`config.mk`:
```
export PLATFORM = sky130hd
export DESIGN_NAME = frequency_band_timer
export DESIGN_NICKNAME = d
export VERILOG_FILES = /design/src/rtl/frequency_band_timer.sv
export SDC_FILE = /design/constraint.sdc
export NUM_CORES = 1
export LEC_CHECK = 0
export BUFFER_PORTS_ARGS = -buffer_cell sky130_fd_sc_hd__clkbuf_2
export CAP_MARGIN = 30
export CORE_ASPECT_RATIO = 2
export CORE_MARGIN = 2
export CORE_UTILIZATION = 34
export DETAILED_ROUTE_END_ITERATION = 10
export GPL_ROUTABILITY_DRIVEN = 1
export GPL_TIMING_DRIVEN = 0
export SLEW_MARGIN = 20
export SYNTH_ARGS = -nofsm -noshare
export SYNTH_HDL_FRONTEND = slang
export SYNTH_SLANG_ARGS = --single-unit
```
`constraint.sdc`:
```
create_clock -name clock -period 4 [get_ports clock]
set_clock_uncertainty 0.1 [all_clocks]
set_input_delay 0.4 -clock clock [delete_from_list [all_inputs] [get_ports clock]]
set_output_delay 0.4 -clock clock [all_outputs]
set_load 0.05 [all_outputs]
```
`src/rtl/frequency_band_timer.sv`:
```
// Classifies tone periods on sample_data into two frequency bands and accumulates time per band.
// Optional input synchronizer: define FREQUENCY_BAND_TIMER_SYNC_EN (adds 2 clocks of latency).
module frequency_band_timer #(
   parameter int unsigned FREQUENCY_1         = 9000,
   parameter int unsigned FREQUENCY_2         = 11000,
   parameter int unsigned FREQUENCY_DEVIATION = 10,
   parameter int unsigned CLOCK               = 100000000
) (
   input  logic        clock,
   input  logic        s00_axi_aresetn,
   input  logic        sample_data,
   input  logic        enable,
   input  logic        clear,
   output logic [31:0] f1_value,
   output logic [31:0] f2_value,
   output logic [15:0] miss_count,
   output logic        period_valid,
   output logic [1:0]  band
);

   localparam int unsigned CNT_W  = 32;
   localparam int unsigned MISS_W = 16;

   localparam int unsigned P1    = CLOCK / FREQUENCY_1;
   localparam int unsigned P2    = CLOCK / FREQUENCY_2;
   localparam int unsigned B1_LO = P1 * (100 - FREQUENCY_DEVIATION) / 100;
   localparam int unsigned B1_HI = P1 * (100 + FREQUENCY_DEVIATION) / 100;
   localparam int unsigned B2_LO = P2 * (100 - FREQUENCY_DEVIATION) / 100;
   localparam int unsigned B2_HI = P2 * (100 + FREQUENCY_DEVIATION) / 100;

   localparam logic [1:0] BAND_NONE = 2'd0;
   localparam logic [1:0] BAND_1    = 2'd1;
   localparam logic [1:0] BAND_2    = 2'd2;

   typedef enum logic {ARM, MEASURE} state_t;

   state_t             state;
   logic               s_in;
   logic               s_q;
   logic               s_qd;
   logic               rise;
   logic [CNT_W-1:0]   count;
   logic [CNT_W-1:0]   period_q;
   logic               done_q;
   logic               in_b1;
   logic               in_b2;
   logic [CNT_W:0]     sum1;
   logic [CNT_W:0]     sum2;

`ifdef FREQUENCY_BAND_TIMER_SYNC_EN
   logic [1:0] sync_q;

   // Two-flop synchronizer for an asynchronous tone input
   always_ff @(posedge clock or negedge s00_axi_aresetn) begin
      if (!s00_axi_aresetn) begin
         sync_q <= 2'b00;
      end else begin
         sync_q <= {sync_q[0], sample_data};
      end
   end

   assign s_in = sync_q[1];
`else
   assign s_in = sample_data;
`endif

   assign rise  = s_q & ~s_qd;
   assign in_b1 = (period_q >= B1_LO) && (period_q <= B1_HI);
   assign in_b2 = (period_q >= B2_LO) && (period_q <= B2_HI);
   assign sum1  = {1'b0, f1_value} + {1'b0, period_q};
   assign sum2  = {1'b0, f2_value} + {1'b0, period_q};

   // Edge detect, period measurement FSM and saturating accumulators
   always_ff @(posedge clock or negedge s00_axi_aresetn) begin
      if (!s00_axi_aresetn) begin
         s_q          <= 1'b0;
         s_qd         <= 1'b0;
         state        <= ARM;
         count        <= '0;
         period_q     <= '0;
         done_q       <= 1'b0;
         f1_value     <= '0;
         f2_value     <= '0;
         miss_count   <= '0;
         period_valid <= 1'b0;
         band         <= BAND_NONE;
      end else begin
         s_q          <= s_in;
         s_qd         <= s_q;
         done_q       <= 1'b0;
         period_valid <= 1'b0;
         if (!clear) begin
            state      <= ARM;
            count      <= '0;
            f1_value   <= '0;
            f2_value   <= '0;
            miss_count <= '0;
            band       <= BAND_NONE;
         end else begin
            if (!enable) begin
               state <= ARM;
            end else begin
               case (state)
                  ARM: begin
                     if (rise) begin
                        count <= CNT_W'(1);
                        state <= MEASURE;
                     end
                  end
                  MEASURE: begin
                     if (rise) begin
                        period_q <= count;
                        done_q   <= 1'b1;
                        count    <= CNT_W'(1);
                     end else if (count != '1) begin
                        count <= count + CNT_W'(1);
                     end
                  end
                  default: state <= ARM;
               endcase
            end
            // Classification one clock after the period is captured; band 1 wins overlaps
            if (done_q) begin
               period_valid <= 1'b1;
               if (in_b1) begin
                  f1_value <= sum1[CNT_W] ? '1 : sum1[CNT_W-1:0];
                  band     <= BAND_1;
               end else if (in_b2) begin
                  f2_value <= sum2[CNT_W] ? '1 : sum2[CNT_W-1:0];
                  band     <= BAND_2;
               end else begin
                  if (miss_count != '1) begin
                     miss_count <= miss_count + MISS_W'(1);
                  end
                  band <= BAND_NONE;
               end
            end
         end
      end
   end

endmodule

```
Word level (Yosys, flattened, before mapping):

Cells that the tools add are included.

* logic and storage cells: 73
* output and inout port bits: 83
* flip-flop bits (word level): 151
* bits of input ports: 5

* add/sub/neg operators: 4
* reductions and logical operators: 7
* bitwise gates (word level): 3
* equal/unequal tests: 11
* $lt $le $gt $ge: 4
* multiplexer cells: 33

Operator list (count)
* 32-bit two-way mux: 14
* 16-bit two-way mux: 5
* 32-bit by 32-bit adder with 33-bit output: 2
* 32-bit by 14-bit <= comparator with 1-bit output (second input constant): 2
* 32-bit one-hot mux with 2 select lines: 1
* 32-bit by 1-bit adder with 32-bit output (second input constant): 1
* 32-bit by 13-bit >= comparator with 1-bit output (second input constant): 1
* 32-bit by 14-bit >= comparator with 1-bit output (second input constant): 1
* 32-bit inequality test (second input constant): 1
* 16-bit by 1-bit adder with 16-bit output (second input constant): 1
* 16-bit inequality test (second input constant): 1
* 1-bit two-way mux: 9
* 2-bit two-way mux: 4
* 2-bit by 1-bit inequality test with 1-bit output (second input constant): 4
* 4-bit AND reduction: 2
* 2-bit inequality test (second input constant): 3
* 3-bit AND reduction: 2
* 4-bit by 2-bit inequality test with 1-bit output (second input constant): 1
* 3-bit inequality test (second input constant): 1
* 1-bit logical AND: 2
* 1-bit inverter: 2
* 2-bit AND reduction: 1
* 1-bit bitwise AND: 1

Logic depth before layout (Yosys ltp):

* depth after elaboration: 6
* gate-level depth with buffers: 11
* mapped depth without buffers: 10

Worst setup path before layout:

Ideal clock, no wire load.

* path kind: flip-flop to flip-flop
* start: register f1_value[0]
* end: register f1_value[25]
* required time: 3758 ps
* buffers on the path: 1
* setup time: 142 ps
* period minus slack after synthesis: 3243 ps
* path slack: 757 ps
* cell stages (with the launch flop): 12
* data arrival time: 3000 ps
* cells stage by stage: dfrtp_1 > ha_1 > fa_1 > a211oi_1 > o211ai_1 > a31o_2 > a21o_1 > a21oi_1 > o221ai_1 > nand2_1 > clkbuf_1 > o211ai_1

* word-level cells in the longest chain between the ends: 5

Ends and longest elaborated chain
* from (decl): RTL line 14 `output logic [31:0] f1_value,`
* from (signal assigned): RTL line 126 `f1_value <= sum1[CNT_W] ? '1 : sum1[CNT_W-1:0];`
* 32-bit by 32-bit adder with 33-bit output: RTL line 70 `assign sum1 = {1'b0, f1_value} + {1'b0, period_q};`
* 32-bit two-way mux: RTL line 126
* 32-bit two-way mux: RTL line 125 `if (in_b1) begin`
* 32-bit two-way mux: RTL line 123 `if (done_q) begin`
* 32-bit two-way mux: RTL line 92 `if (!clear) begin`

No other way between the ends. The select of a mux whose other input is x is not followed.
A chain may end at the register's enable or synchronous reset.

Final worst setup path:

* start: register period_q[0]
* end: register f1_value[7]

* word-level cells in the longest chain between the ends: 5
* elaborated cells on any way between the ends: 10
* classes of those cells: 1 x add/sub; 2 x order compare; 1 x eq/ne; 4 x mux; 2 x reduce/logical

Ends and longest elaborated chain
* from (decl): RTL line 43 `logic [CNT_W-1:0] period_q;`
* from (signal assigned): RTL line 112 `period_q <= count;`
* 32-bit by 32-bit adder with 33-bit output: RTL line 70
* 32-bit two-way mux: RTL line 126
* 32-bit two-way mux: RTL line 125
* 32-bit two-way mux: RTL line 123
* 32-bit two-way mux: RTL line 92

Parallel ways exist; a longest one is shown, timed or not. The select of a mux whose other input is x is not followed.

==> impl_metrics.env <==
export IMPL_die_x_um=125.5
export IMPL_yosysWarnings=0
export IMPL_worst_hold_startpoint="enable"
export IMPL_cts_reportedPaths_clkPinSlew_ns=0.06
export IMPL_layout_commonest_cell="sky130_fd_sc_hd__nand2_1"
export IMPL_peak_freq_ghz=0.2720
export IMPL_critical_path_peak_fanout=10
export IMPL_drt_wirelength_per_cell_um=18.27
export IMPL_cpMaxStageDelayCell="sky130_fd_sc_hd__dfrtp_1"
export IMPL_syn_area_um2=10040
export IMPL_area_growth_pct=15.13
export IMPL_r2r_setup_slack_ns=0.32
export IMPL_cp_data_arrival_time_ns=3.86
export IMPL_portBuffers=86
export IMPL_clock_latency_ns=0.43
export IMPL_unrepaired_setup_endpoints_after_global_routing="no"
export IMPL_initial_utilization=0.3427
export IMPL_finalHoldViolations=0
export IMPL_cts_htree_levels=4
export IMPL_grt_pass1_vias=8857
export IMPL_slew_margin_rel=0.3547
export IMPL_vdd_ir_drop_max_mv=0.2413
export IMPL_hp_class="input pin to register"
export IMPL_worst_r2r_startpoint="period_q[0]$_DFFE_PN0P_"
export IMPL_netlist_cell_type_count=66
export IMPL_global_route_overflow_total=0
export IMPL_cts_buffer_depth=2
export IMPL_die_area_um2=30990
export IMPL_mostFrequentLayoutCells="sky130_fd_sc_hd__nand2_1 (248), sky130_fd_sc_hd__dfrtp_1 (151), sky130_fd_sc_hd__o21ai_0 (103)"
export IMPL_worst_path_max_stage_delay_ns=0.46
export IMPL_flip_flop_and_latch_count_after_synthesis=151
export IMPL_totalPowerFinal_mw=3.249
export IMPL_antenna_found_initial=0
export IMPL_cts_sinks=151
export IMPL_timing_critical_path_max_delay_family="compound AO/OA/AOI/OAI gates"
export IMPL_coreArea_um2=29290
export IMPL_synth_edff_count=0
export IMPL_drc=0
export IMPL_required_ns=4.19
export IMPL_track_usage=0.1982
export IMPL_tritoncts="done"
export IMPL_number_of_cells_traversed_by_the_worst_hold_path=3
export IMPL_globalplace_congestion=0.9585
export IMPL_switching_power_mw=0.7507
export IMPL_reg2reg_depth=11
export IMPL_critical_path_cell_chain="ha_1, fa_1, a211oi_1, o211ai_1, a31o_2, a21o_1, a21oi_1, o221ai_1, nand2_1, clkbuf_1, nand2_1"
export IMPL_placement_rows=89
export IMPL_fin_hold_ws_ns=0.1413
export IMPL_setup_worst_path_end_class="register"
export IMPL_die_h_um=247.0
export IMPL_crit_type="register to register"
export IMPL_synth_async_reset_ratio=1.000
export IMPL_syn_nets=1272
export IMPL_path_depth=11
export IMPL_power_switching_fraction=0.2310
export IMPL_route_detailed_vias_per_inst=5.551
export IMPL_fin_nets=1380
export IMPL_total_negative_setup_slack_ns=0
export IMPL_setup_violations_final=0
export IMPL_worstMarginPinSlew_ns=0.9670
export IMPL_cts_made_buffers=17
export IMPL_power_density_nw_per_um2=281.2
export IMPL_timing_hold_worst_endpoint="state$_DFF_PN0_"
export IMPL_grt_pass1_wl_mm=49.00
export IMPL_drt_total_wl_mm=30.71
export IMPL_syn_mean_instance_area_um2=8.370
export IMPL_cts_root_buf="sky130_fd_sc_hd__clkbuf_16"
export IMPL_cell_internal_pwr_mw=2.498
export IMPL_final_max_slew_violation_count=0
export IMPL_run_status="finished, final reports clean"
export IMPL_fraction_of_layout_cells_with_a_size_suffix_above_1=0.1048
export IMPL_final_worst_path_cycle_share=0.9191
export IMPL_grt_max_degree=78
export IMPL_cp_num_buf_inv=1
export IMPL_antenna_diode_count=0
export IMPL_leakagePower_nw=5.918
export IMPL_synth_sequential_area_ratio=0.3765
export IMPL_detailed_place_area_um2=10960
export IMPL_synth_flop_cell="sky130_fd_sc_hd__dfrtp_1"
export IMPL_synth_cells=1199
export IMPL_startpoint_type="register"
export IMPL_routed_via_count=9332
export IMPL_proportion_of_power_drawn_by_the_clock_network=0.497
export IMPL_drtPass1Iterations=6
export IMPL_seq_power_share=0.474
export IMPL_final_antenna_net_count=0
export IMPL_first_iter_violations=706
export IMPL_post_dp_hpwl_mm=23.07
export IMPL_finalInstanceArea_um2=11550
export IMPL_max_cap_violations=0
export IMPL_period_minus_slack_ns=3.676
export IMPL_pin_count=88
export IMPL_power_combinational_fraction=0.029
export IMPL_worst_path_most_repeated_cell="sky130_fd_sc_hd__nand2_1"
export IMPL_reg2reg_to="f1_value[7]$_DFFE_PN0P_"
-- tightest hold or removal path: stages --
cell,delay [ns]
sky130_fd_sc_hd__clkbuf_2,0.11
sky130_fd_sc_hd__nand2_1,0.08
sky130_fd_sc_hd__a21oi_1,0.04
-- power by group through the flow --
stage | registers (mW) | logic, mW | clock network, mW
global placement | 1.57 | 0.0910 | 0
finish | 1.54 | 0.0955 | 1.61
CTS | 1.54 | 0.0981 | 1.64
global route | 1.54 | 0.109 | 1.70
floorplan | 1.56 | 0.0392 | 0
detailed placement | 1.57 | 0.0960 | 0
-- metrics by stage --
step	util	instances	setup slack (ns)
2_1_floorplan	-	1199	0.7574
3_3_place_gp	0.3729	1649	-0.3158
3_5_place_dp	0.3742	1650	0.1434
4_1_cts	0.3945	1681	0.1410
5_1_grt	0.3945	1681	0.08166
6_report	0.3945	1681	0.3235
-- routing by layer --
metal	GRT usage	wire [um]	up-vias
li1	-	-	4515
met1	0.2516	13520	4494
met2	0.3316	14580	273
met3	0.03721	1538	50
met4	0.07843	1074	0
met5	0	0	-
-- flip-flops by register name, summed over array words and instances (netlist names), 2 cells and up --
register	flops
count	32
f1_value	32
f2_value	32
period_q	32
miss_count	16
band	2
-- worst max-delay path by stage --
stage / startpoint / to
final: period_q[0]$_DFFE_PN0P_ / f1_value[7]$_DFFE_PN0P_
after global routing: period_q[4]$_DFFE_PN0P_ / f1_value[31]$_DFFE_PN0P_
after CTS: period_q[0]$_DFFE_PN0P_ / f1_value[23]$_DFFE_PN0P_
after detailed placement: period_q[0]$_DFFE_PN0P_ / f1_value[29]$_DFFE_PN0P_
after global placement: s00_axi_aresetn / count[30]$_DFFE_PN0P_
after floorplan: f1_value[0]$_DFFE_PN0P_ / f1_value[25]$_DFFE_PN0P_
-- timing repair --
item                                    CTS  global route
hold buffers                              2             0
resized for setup                         0             2
endpoints found under the hold margin    77             0
endpoints found under the setup margin    0             3
buffers inserted                          0             0
-- layout make-up --
cell class                 count  area (um2)
clock buffer                  19       452.9
timing repair buffer          89       486.7
inverter                      28       105.1
buffer                        55       225.2
sequential                   151        3779
clock inverter                10       122.6
tap                          364       455.4
fill                        3016       17730
multi-input combinational    965        5928
-- synthesized netlist by cell type (all sizes together), types with 19 or more instances --
| master | n | share of area |
|---|---|---|
| and3 | 19 | 0.012 |
| nand2 | 248 | 0.093 |
| dfrtp | 151 | 0.38 |
| clkbuf | 49 | 0.018 |
| and2 | 19 | 0.012 |
| nand3 | 34 | 0.017 |
| inv | 28 | 0.010 |
| a22oi | 28 | 0.021 |
| a21oi | 76 | 0.038 |
| xnor2 | 39 | 0.034 |
| o21ai | 107 | 0.053 |
| a21o | 27 | 0.020 |
| xor2 | 29 | 0.025 |
| nor2 | 73 | 0.027 |
| ha | 66 | 0.082 |
-- cells by family after synthesis --
logic type               count (synthesis)  synth area share
multiplexers                            10           0.01010
adder cells (fa/ha/maj)                 68           0.08627
buffers and inverters                   83           0.03279
AO/OA/AOI/OAI                          338            0.2118
flip-flops                             151            0.3765
AND/OR/NAND/NOR                        481            0.2232
XOR/XNOR                                68           0.05934
(Power assumes the default switching activity.)
